[src/rtl/bcd_to_seven_segment_display.sv]
// bcd_to_seven_segment_display
// Registered BCD to 7-segment decoder for a single digit, with blanking,
// lamp test and an invalid-code flag.
//
// Parameters:
//   ACTIVE_LOW : 0 = lit segment drives 1 (common cathode),
//                1 = all segment outputs inverted (common anode).
// Ports:
//   clk       : system clock, outputs update on rising edge
//   rst_n     : asynchronous active-low reset, forces segments off
//   BCD       : 4-bit digit input, bit 3 MSB
//   lamp_test : light all segments (below blank in priority)
//   blank     : all segments off (highest priority)
//   A..G      : segment drives a (top) through g (middle)
//   invalid   : registered flag, high when the sampled code was 10-15
module bcd_to_seven_segment_display #(
  parameter bit ACTIVE_LOW = 1'b0
) (
  input  logic       clk,
  input  logic       rst_n,
  input  logic [3:0] BCD,
  input  logic       lamp_test,
  input  logic       blank,
  output logic       A,
  output logic       B,
  output logic       C,
  output logic       D,
  output logic       E,
  output logic       F,
  output logic       G,
  output logic       invalid
);

  // Segment vector ordering throughout: [6]=a ... [0]=g
  logic [6:0] decoded;
  logic [6:0] lit;
  logic [6:0] seg_d;
  logic [6:0] seg_q;
  logic       invalid_d;
  logic       invalid_q;

  always_comb begin
    decoded   = '0;
    invalid_d = 1'b0;
    unique case (BCD)
      4'd0:    decoded = 7'b1111110;
      4'd1:    decoded = 7'b0110000;
      4'd2:    decoded = 7'b1101101;
      4'd3:    decoded = 7'b1111001;
      4'd4:    decoded = 7'b0110011;
      4'd5:    decoded = 7'b1011011;
      4'd6:    decoded = 7'b1011111;
      4'd7:    decoded = 7'b1110000;
      4'd8:    decoded = 7'b1111111;
      4'd9:    decoded = 7'b1111011;
      default: begin
        decoded   = '0;
        invalid_d = 1'b1;
      end
    endcase
  end

  always_comb begin
    lit = decoded;
    if (blank)
      lit = '0;
    else if (lamp_test)
      lit = '1;
    // Polarity applied last so blank/lamp/reset all follow the display type
    seg_d = ACTIVE_LOW ? ~lit : lit;
  end

  always_ff @(posedge clk or negedge rst_n) begin
    if (!rst_n) begin
      seg_q     <= {7{ACTIVE_LOW}};
      invalid_q <= 1'b0;
    end else begin
      seg_q     <= seg_d;
      invalid_q <= invalid_d;
    end
  end

  assign A       = seg_q[6];
  assign B       = seg_q[5];
  assign C       = seg_q[4];
  assign D       = seg_q[3];
  assign E       = seg_q[2];
  assign F       = seg_q[1];
  assign G       = seg_q[0];
  assign invalid = invalid_q;

endmodule

[config.mk]
export PLATFORM = sky130hd
export DESIGN_NAME = bcd_to_seven_segment_display
export DESIGN_NICKNAME = d
export VERILOG_FILES = /design/src/rtl/bcd_to_seven_segment_display.sv
export SDC_FILE = /design/constraint.sdc
export NUM_CORES = 1
export LEC_CHECK = 0
export BUFFER_PORTS_ARGS = -buffer_cell sky130_fd_sc_hd__buf_2
export CORE_AREA = 10 10 47 49
export DETAILED_ROUTE_END_ITERATION = 12
export DIE_AREA = 0 0 57 59
export GPL_ROUTABILITY_DRIVEN = 0
export GPL_TIMING_DRIVEN = 0
export PLACE_DENSITY = 0.64
export SYNTH_ARGS = -nofsm -noshare
export SYNTH_HDL_FRONTEND = slang
export SYNTH_SLANG_ARGS = --single-unit
[constraint.sdc]
create_clock -name clk -period 0.8 [get_ports clk]
set_clock_uncertainty 0.05 [all_clocks]
set_input_delay 0 -clock clk [delete_from_list [all_inputs] [get_ports clk]]
set_output_delay 0 -clock clk [all_outputs]
set_load 0.05 [all_outputs]
==> impl_metrics.tcl <==
set metrics [dict create \
    path_buf_inv 1 \
    yosys_warnings 0 \
    period_minus_slack_ps 815 \
    maxCapViolCount 0 \
    routed_via_density 4.64 \
    p_per_area_nw_per_um2 1760 \
    synth_top_area_frac 0.486 \
    grt_usage 0.0571 \
    status "finished, violations left" \
    synth_cell_type_count 20 \
    overflow 0 \
    worstMarginPinSlew_ps 252 \
    ys_async_sr_fraction 1.00 \
    root_buffer "clkbuf_4" \
    first_pass_iters 1 \
    syn2layout_area_growth_pct 43.8 \
    peakVddDrop_mv 0.477 \
    cts_buffer_depth 2 \
    dp_hpwl_um 703 \
    cts_sinks 8 \
    timing_worst_setup_path_type "flip-flop to output port" \
    path_cells "buf_6" \
    htree_num_levels 1 \
    power.total_mw 1.04 \
    drt-initial-drc-count 0 \
    fin_nets 70 \
    fin_setup_tns_ps -73.5 \
    setup_slack_ps -15.4 \
    setup_viol 8 \
    start_util 0.294 \
    cp_data_arrival_time_ps 770 \
    detail-route-antenna-nets 0 \
    wl_um 867 \
    hp-start "BCD[1]" \
    die_height_um 59 \
    wl_per_cell_um 11.4 \
    yosysMostFrequentCell "dfrtp_1" \
    critPathSlowestCell "dfrtp_1" \
    cts_tree "yes" \
    final_cells 76 \
    remaining_drc_errors 0 \
    clk_pin_slew_ps 50 \
    dp.cells 72 \
    num_antenna_cells 0 \
    cts_buffers 3 \
    grt_pass1_vias 361 \
    pre_cts_slack_ps -197 \
    ios 16 \
    crit_fanout 1 \
    drive_above_1_share 0.367 \
    timing.slew.headroom 0.832 \
    whs_ps -28.5 \
    ys_seq_elements 8 \
    violations "negative hold slack, negative setup slack" \
    hp-class "primary input to flip-flop" \
    critPathRequiredTime_ps 750 \
    synth_largest_area_cell "dfrtp_1" \
    finalCritPeriodShare 1.02 \
    timing_hold_violations_final 1 \
    critPathTopFamily "flip-flops" \
    syn_area_um2 412 \
    cts_setup_buffers 0 \
    synth_common_cells "dfrtp_1, a21oi_1, inv_1" \
    ys_top_cells_by_area "dfrtp_1, a21oi_1, buf_6, inv_1, o21ai_0" \
    end_kind "output port" \
    rsz0062_at_grt "true" \
    rows 14 \
    min_path_cells 3 \
    syn_area_per_cell_um2 9.80 \
    yosysSeqAreaShare 0.486 \
    drv_slew 0 \
    register_area_um2 200 \
    die_x_um 57 \
    portBuffers 14 \
    cpPeakStageDelay_ps 370 \
    core_area_um2 1400 \
    critPathLaunchType "flip-flop" \
    multi_input_area_um2 170 \
    syn_nets 50 \
    ys_dominant_reg_cell "dfrtp_1" \
    hold_buffers 2 \
    antenna_found_initial 0 \
    grt_max_degree 11 \
    leakage_nw 0.288 \
    fmaxAchievable_ghz 1.23 \
    dieArea_um2 3360 \
    fillCellCount 146 \
    syn_inst 42 \
    synth_edf_count 0 \
    grt_pass1_wl_um 1530 \
    hold_path_end "invalid" \
    vias 353 \
]
## power by group
| group | switching, mW | total [mW] | internal, mW | leakage, nW |
|---|---|---|---|---|
| clock | 0.114 | 0.284 | 0.170 | 0.0138 |
| sequential | 0.0122 | 0.447 | 0.435 | 0.0989 |
| combinational | 0.192 | 0.310 | 0.118 | 0.175 |
## logic make-up after synthesis
family | Yosys count | synth area share
flops | 8 | 0.486
compound gates | 16 | 0.246
simple gates | 11 | 0.167
buf+inv | 7 | 0.100
## registers in the layout (all words and copies together), names as in the netlist
signal and cells:
seg_q 7, invalid 1
## how the worst max path moves through the flow
stage                     startpoint       end  slack [ps]  cells past startpoint
after floorplan               BCD[1]  seg_q[6]         -90                      4
after global placement        BCD[3]  seg_q[6]        -200                      4
after detailed placement      BCD[3]  seg_q[3]        -200                      4
after CTS                   seg_q[6]         A         -30                      1
after global routing        seg_q[6]         A         -60                      1
final                       seg_q[6]         A         -20                      1
## final cells by class
cell class,count,share of cell area
inverters,5,0.0317
flip-flops and latches,8,0.338
well taps,16,0.0338
clock buffers,3,0.0381
repair buffers,15,0.233
plain buffers,2,0.0381
multi-input cells,27,0.288
## repair_timing
action	in CTS	in global routing
endpoints found under the setup margin	8	9
pin swaps	0	1
gates resized for setup	16	1
endpoints found under the hold margin	16	1
## placed cells by master, fill, tap and decap left out
| cell type | instances |
|---|---|
| nor2b_1 | 1 |
| buf_6 | 10 |
| dfrtp_1 | 8 |
| o21ai_2 | 1 |
| o21ba_2 | 1 |
| or4b_4 | 1 |
| o211ai_1 | 1 |
| a21oi_1 | 7 |
| dlygate4sd3_1 | 1 |
| nand4_1 | 1 |
| buf_2 | 5 |
| clkbuf_4 | 3 |
| a211oi_1 | 1 |
| o221ai_1 | 1 |
| inv_1 | 5 |
| or3_1 | 1 |
| nand2b_1 | 1 |
| nor2_1 | 2 |
| dlymetal6s4s_1 | 1 |
| o21ai_0 | 3 |
| nand2_1 | 1 |
| a311oi_1 | 1 |
| nand3_1 | 2 |
| or3b_2 | 1 |
## layer usage
metal | wire (um) | up-vias | part of all wire | GRT usage
met2 | 350 | 14 | 0.40 | 0.0744
met5 | 0 | - | 0 | 0
met1 | 402 | 150 | 0.46 | 0.0633
li1 | - | 187 | - | -
met3 | 90 | 2 | 0.10 | 0.0279
met4 | 23 | 0 | 0.027 | 0.0604
## metrics by stage
stage / area [um2] / hold WS (ps) / util
global placement: 502 / -209 / 0.358
floorplan: 412 / -346 / -
CTS: 594 / -40.2 / 0.424
global route: 592 / -9.96 / 0.422
finish: 592 / -28.5 / 0.422
detailed placement: 502 / -204 / 0.358
(Power assumes the default switching activity.)
